--- src/rtl/render_stream_source.sv ---
// Head-of-chain pixel-stream source: host register writes become program beats, frame requests become background raster scans, and idle cycles carry NOPs.
// Latency: a command or frame request reaches the outputs two cycles after it is accepted. Backpressure: cmd_ready drops while the command FIFO is full.
module render_stream_source #(
  parameter int          H_RES      = 640,
  parameter int          V_RES      = 480,
  parameter int          FIFO_DEPTH = 16,
  parameter logic [11:0] BG_COLOR   = 12'h000
) (
  input  logic        clk,
  input  logic        rst_n,
  input  logic        cmd_valid,
  output logic        cmd_ready,
  input  logic [11:0] cmd_stage,
  input  logic [11:0] cmd_reg,
  input  logic [11:0] cmd_data,
  input  logic        frame_start,
  output logic        busy,
  output logic        frame_done,
  output logic        program_out,
  output logic [11:0] x_out,
  output logic [11:0] y_out,
  output logic [11:0] data_out
);

  localparam int          AW     = $clog2(FIFO_DEPTH);
  localparam logic [11:0] X_LAST = 12'(H_RES - 1);
  localparam logic [11:0] Y_LAST = 12'(V_RES - 1);
  localparam logic [AW:0] FULL   = (AW + 1)'(FIFO_DEPTH);
  localparam logic [AW:0] ONE    = (AW + 1)'(1);

  typedef enum logic [1:0] {IDLE, PROGRAM, SCAN} state_t;

  state_t        state, state_nxt;
  logic [35:0]   mem [FIFO_DEPTH];
  logic [35:0]   head;
  logic [AW-1:0] wr_ptr, rd_ptr;
  logic [AW:0]   count, count_nxt;
  logic          push, pop, fifo_empty, last_entry;
  logic          pending, pending_nxt;
  logic [11:0]   x_cnt, y_cnt;
  logic          last_pix, scan_enter;

  assign push       = cmd_valid && cmd_ready;
  assign pop        = (state == PROGRAM);
  assign fifo_empty = (count == '0);
  assign last_entry = (count == ONE) && !push;
  assign count_nxt  = count + (AW + 1)'(push) - (AW + 1)'(pop);
  assign head       = mem[rd_ptr];
  assign last_pix   = (x_cnt == X_LAST) && (y_cnt == Y_LAST);

  always_comb begin
    state_nxt = state;
    case (state)
      IDLE: begin
        if (!fifo_empty)  state_nxt = PROGRAM;
        else if (pending) state_nxt = SCAN;
      end
      PROGRAM: begin
        // Chain straight into a pending frame so there is no NOP gap.
        if (last_entry) state_nxt = pending ? SCAN : IDLE;
      end
      SCAN: begin
        if (last_pix) begin
          if (!fifo_empty)  state_nxt = PROGRAM;
          else if (pending) state_nxt = SCAN;
          else              state_nxt = IDLE;
        end
      end
      default: state_nxt = IDLE;
    endcase
  end

  // Any transition into SCAN, including a back-to-back frame restart.
  assign scan_enter  = (state_nxt == SCAN) && !((state == SCAN) && !last_pix);
  assign pending_nxt = frame_start || (pending && !scan_enter);

  always_ff @(posedge clk) begin
    if (push) mem[wr_ptr] <= {cmd_stage, cmd_reg, cmd_data};
  end

  always_ff @(posedge clk) begin
    if (!rst_n) begin
      state     <= IDLE;
      wr_ptr    <= '0;
      rd_ptr    <= '0;
      count     <= '0;
      pending   <= 1'b0;
      x_cnt     <= '0;
      y_cnt     <= '0;
      cmd_ready <= 1'b0;
      busy      <= 1'b0;
    end else begin
      state     <= state_nxt;
      count     <= count_nxt;
      pending   <= pending_nxt;
      cmd_ready <= (count_nxt != FULL);
      busy      <= pending_nxt || (state_nxt == SCAN);
      if (push) wr_ptr <= wr_ptr + 1'b1;
      if (pop)  rd_ptr <= rd_ptr + 1'b1;
      if (scan_enter) begin
        x_cnt <= '0;
        y_cnt <= '0;
      end else if (state == SCAN) begin
        if (x_cnt == X_LAST) begin
          x_cnt <= '0;
          y_cnt <= y_cnt + 12'd1;
        end else begin
          x_cnt <= x_cnt + 12'd1;
        end
      end
    end
  end

  always_ff @(posedge clk) begin
    if (!rst_n) begin
      program_out <= 1'b1;
      x_out       <= 12'hFFF;
      y_out       <= '0;
      data_out    <= '0;
      frame_done  <= 1'b0;
    end else begin
      program_out <= 1'b1;
      x_out       <= 12'hFFF;
      y_out       <= '0;
      data_out    <= '0;
      frame_done  <= 1'b0;
      case (state)
        PROGRAM: begin
          x_out    <= head[35:24];
          y_out    <= head[23:12];
          data_out <= head[11:0];
        end
        SCAN: begin
          program_out <= 1'b0;
          x_out       <= x_cnt;
          y_out       <= y_cnt;
          data_out    <= BG_COLOR;
          frame_done  <= last_pix;
        end
        default: ;
      endcase
    end
  end

endmodule

--- config.mk ---
export PLATFORM = sky130hd
export DESIGN_NAME = render_stream_source
export DESIGN_NICKNAME = d
export VERILOG_FILES = /design/src/rtl/render_stream_source.sv
export SDC_FILE = /design/constraint.sdc
export NUM_CORES = 1
export LEC_CHECK = 0
export ABC_AREA = 1
export BUFFER_PORTS_ARGS = -buffer_cell sky130_fd_sc_hd__buf_2
export CORE_ASPECT_RATIO = 0.7
export CORE_MARGIN = 1.5
export CORE_UTILIZATION = 50
export CTS_BUF_LIST = sky130_fd_sc_hd__clkbuf_8
export DETAILED_ROUTE_END_ITERATION = 8
export GPL_TIMING_DRIVEN = 0
export PLACE_DENSITY = 0.66
export SLEW_MARGIN = 20
export SYNTH_ARGS = -nofsm -noshare
export SYNTH_HDL_FRONTEND = slang
export SYNTH_SLANG_ARGS = --single-unit
--- constraint.sdc ---
create_clock -name clk -period 8.95 [get_ports clk]
set_clock_uncertainty 0.05 [all_clocks]
set_input_delay 2.685 -clock clk [delete_from_list [all_inputs] [get_ports clk]]
set_output_delay 2.685 -clock clk [all_outputs]
set_load 0.005 [all_outputs]
# [Word level (Yosys, flattened, before mapping)]
# Memories as Yosys holds them, arrays and structs flattened. A register that Yosys moved wholly into a read port is not among the register bits.
# Index checks and enable logic that the tools add are counted.
[op_classes] multipliers=0 shifts=0 n_div=0 order_cmp=0 addsub=6 n_bitwise=1 reduce_logical=18 n_eq_ne=7 muxes=15
[ops] op="$pmux W12 S2" count=2
[ops] op="$add A12 B1 Y12 const B" count=2
[ops] op="$eq A12 B10 Y1 const B" count=1
[ops] op="$eq A12 B9 Y1 const B" count=1
[ops] op="$mux W12" count=1
[ops] op="$mux W2" count=6
[ops] op="$add A4 B1 Y4 const B" count=2
[ops] op="$mux W4" count=2
[ops] op="$logic_and A1 B1 Y1" count=6
[ops] op="$pmux W2 S3" count=1
[ops] op="$reduce_and A2 Y1" count=3
[ops] op="$add A5 B1 Y5" count=1
[ops] op="$eq A5 B1 Y1 const B" count=1
[ops] op="$logic_not A5 Y1" count=1
[ops] op="$ne A5 B5 Y1 const B" count=1
[ops] op="$sub A5 B1 Y5" count=1
[ops] op="$eq A2 B2 Y1 const B" count=2
[ops] op="$logic_not A1 Y1" count=4
[ops] op="$mux W1" count=3
[ops] op="$eq A2 B1 Y1 const B" count=1
[ops] op="$logic_not A2 Y1" count=1
[ops] op="$logic_or A1 B1 Y1" count=2
[ops] op="$reduce_or A2 Y1" count=1
[ops] op="$not A1 Y1" count=1
[word_totals] mem_count=1 out_inout_bits=40 latchBits=0 romBits=0 elab_cells=62 inputBits=40 ff_bits=80 ram_bits=576
[mem_list] name="mem" depth=16 width=36 read_ports=1 rd_clocked_by_memory_dff=1 write_ports=1 line_no="34" text="logic [35:0] mem [FIFO_DEPTH];"

# [Depth between registers and ports, before layout]
[depth] word_depth=11 mapped_depth=14 ltp_nobuf=13

# [Least setup slack after synthesis]
# No wires, ideal clock.
[synth_path] kind="input-to-reg" start="in cmd_valid" end="mem mem[0][0], enable pin" setup_time_ns=0.429 stages=4 setup_slack_ns=3.968 t_required_ns=8.471 n_path_buf=0 arrival_ns=4.503 cell_sequence="nand2_2 inv_1 nand2_1 nor2_1"
[synth_between] elab_chain_len=3
[synth_rtl] item="start: declaration" line_no="11" text="input logic cmd_valid,"
[synth_rtl] item="$logic_and A1 B1 Y1" line_no="43" text="assign push = cmd_valid && cmd_ready;"
[synth_rtl] item="$mux W1" line_no="78" text="if (push) mem[wr_ptr] <= {cmd_stage, cmd_reg, cmd_data};"
[synth_rtl] item="$mux W1 (implied by the code)" line_no="78"
[synth_rtl] item="end: declaration" line_no="34"
# No other way between the ends.

# [Final worst setup path]
[layout_path] start="in cmd_valid" end="mem mem[1][8], enable pin"
# The elaborated chain is that of the path after synthesis.

==> out/metrics.yaml <==
synth:
  synth_area_um2: 25830
  synthAdderAreaFrac_pct: 0.9009
  synthSimpleGateAreaFrac_pct: 9.746
  synth_edf_count: 576
  async_reset_ff_share_pct: 0
  synth_top_family_by_area: "compound AO/OA/AOI/OAI gates"
  yosysSeqAreaShare_pct: 73.47
  synth-seq-cells: 660
  synth_area_per_cell_um2: 12.83
  synth_fp_nets: 2071
  synth_compound_area_share_pct: 12.32
  synth_xor_xnor_area_share_pct: 0.5764
  muxShareOfSynthArea_pct: 0
  netlist_instances: 2013
  synth-main-ff-cell: "edfxtp_1"
  yosysWarnings: 0
  synth_cell_types: 43
global_route:
  grt_pass1_wl_mm: 110.2
  grt_max_degree: 20
  grt_pass1_vias: 17291
  overflow: 0
  antenna_found_initial: 2
  grt_usage_pct: 28.84
final_layout:
  area_growth_pct: 15.43
  fillers: 3990
  stdcell_area_um2: 29820
  drive_above_1_share_pct: 14.47
  final_cell_mix: "edfxtp_1 (576), nor2_1 (345), o21ai_0 (308)"
  seq_area_um2: 18980
  multi_input_area_um2: 6201
  final_util_pct: 58.64
  fin_nets: 2281
  layout_commonest_cell: "edfxtp_1"
floorplanning:
  die_area_um2: 53060
  rows: 69
  coreArea_um2: 50850
  io_pins: 80
  die_y_um: 193.2
  die_w_um: 274.7
  start_util_pct: 50.80
routing:
  wl_per_cell_um: 25.23
  viasPerCell: 6.036
  vias: 18011
  final_antenna_net_count: 0
  drt_iter0_drc: 2643
  firstDrtPassIters: 6
  drc: 0
  totalWireLength_mm: 75.30
clocking:
  cts.htree.levels: 3
  cts_buffer_depth: 3
  cts.sinks: 660
  cts_made_buffers: 99
  clk-insertion-delay-late_ns: 0.69
  postCtsHoldBufs: 0
  clk_transition_reported_paths_ns: 0.06
  ctsResizeCount: 0
  root_buffer: "clkbuf_8"
  cts_tree: "built"
  post_cts_buffers: 0
timing:
  hold_violations: 0
  fin_tns_setup_ns: 0
  max_clock_freq_mhz: 246.9
  slew_headroom_pct: 32.74
  tightest_slew_ns: 1.009
  rsz0062_at_grt: "false"
  min_period_over_period_pct: 45.26
  slew_viol_final: 0
  finalWorstSetupSlack_ns: 4.899
  period_needed_ns: 4.051
  setup_viol: 0
setup_path:
  reg2reg_setup_slack_ns: 6.05
  reg2reg_depth: 10
  critPathCaptureType: "flip-flop"
  worstSetupPathType: "in2reg"
  crit_arrival_ns: 4.36
  worstPathRequired_ns: 9.26
  start_kind: "input pin"
  path_max_fanout: 19
placed_design:
  dpl_cell_area_um2: 27940
  dp_slack_ns: 4.239
  place_congestion: 0.8883
  io_buffers: 78
  dp_hpwl_mm: 50.08
run:
  drv_cap: 0
power:
  p_leak_nw: 9.894
  powerDensity_nw_per_um2: 261.9
  max-vdd-ir-drop_mv: 0.1419
outcome:
  status: "complete, no violations"
hold_path:
  min_path_type: "reg2reg"
  holdPathStages: 1
## through the flow
step / std cells / hold slack (ns) / power [W]
floorplan: 2013 / 0.3623 / 0.004657
global route: 2984 / 0.4226 / 0.008110
finish: 2984 / 0.3904 / 0.007808
CTS: 2982 / 0.3925 / 0.007765
global placement: 2765 / 0.3749 / 0.005400
detailed placement: 2796 / 0.3842 / 0.005472
## final timing paths
| path | start | to |
|---|---|---|
| worst min-delay path | rd_ptr[3] | rd_ptr[3] |
| worst max-delay path | cmd_valid | mem[1][8] |
| worst min register to register | rd_ptr[3] | rd_ptr[3] |
| worst max register to register | flip-flop | y_out[6] |
## area by class of cell
type	instances	area share, %
Inverter	59	0.7428
Multi-Input combinational cell	1165	20.80
Tap cell	674	2.828
Sequential cell	660	63.65
Clock buffer	106	4.893
Buffer	129	1.846
Timing Repair Buffer	109	3.836
Antenna cell	2	0.01679
Clock inverter	80	1.389
## critical path, cell delays in order
cell	delay (ns)
buf_2	0.08
nand2_2	0.09
inv_1	0.17
nand2_1	0.28
nor2_4	0.73
buf_12	0.29
## synth_stat cells, drive strengths merged, types with 2 or more instances
cell      n  area (µm²)
nand2   130       513.0
edfxtp  576       17300
xnor2     2       17.52
inv      57       214.0
nor4      4       40.04
o21ai   318        1592
o22ai    45       281.5
ha       17       212.7
buf      44       231.5
nand4     4       25.02
clkinv    2       7.510
nand3    67       345.3
dfxtp    84        1682
o221ai   87       762.0
a21oi    40       237.7
o311ai    9       78.83
clkbuf   85       319.1
o211ai   26       195.2
a22oi     3       22.52
nor3     10       66.32
a31oi     2       12.51
nor2    381        1500
xor2     15       131.4
## routing by layer
metal  global-route usage (%)  vias up  wire [µm]
met5                        0        -          0
met4                    9.467        0       2027
met3                    9.015      148      10630
met2                    41.94     1214      32400
met1                    41.37     8764      30240
li1                         -     7885          -
## report_power, final
part | leakage (nW) | internal (W) | total (W) | switching [W]
sequential | 5.87 | 0.00346 | 0.00350 | 0.0000413
clock | 1.10 | 0.00118 | 0.00234 | 0.00116
combinational | 2.92 | 0.000519 | 0.00197 | 0.00145
total | 9.89 | 0.00516 | 0.00781 | 0.00265
## kinds of logic (layout without fill, tap and decap cells)
family                   after synthesis  after routing
flip-flops                           660            660
other                                  0              2
AND/OR/NAND/NOR                      600            600
buffers and inverters                188            483
AO/OA/AOI/OAI                        530            530
adder cells (fa/ha/maj)               18             18
XOR/XNOR                              17             17
## state kept, by name (all words and copies together), names as in the netlist, named ones only
| name | cells |
|---|---|
| y_cnt | 12 |
| wr_ptr | 4 |
| count | 5 |
| x_cnt | 12 |
| data_out | 12 |
| busy | 1 |
| x_out | 12 |
| program_out | 1 |
| rd_ptr | 4 |
| pending | 1 |
| cmd_ready | 1 |
| y_out | 12 |
| mem | 576 |
| state | 2 |
| frame_done | 1 |
Power figures use the tool's default switching activity.
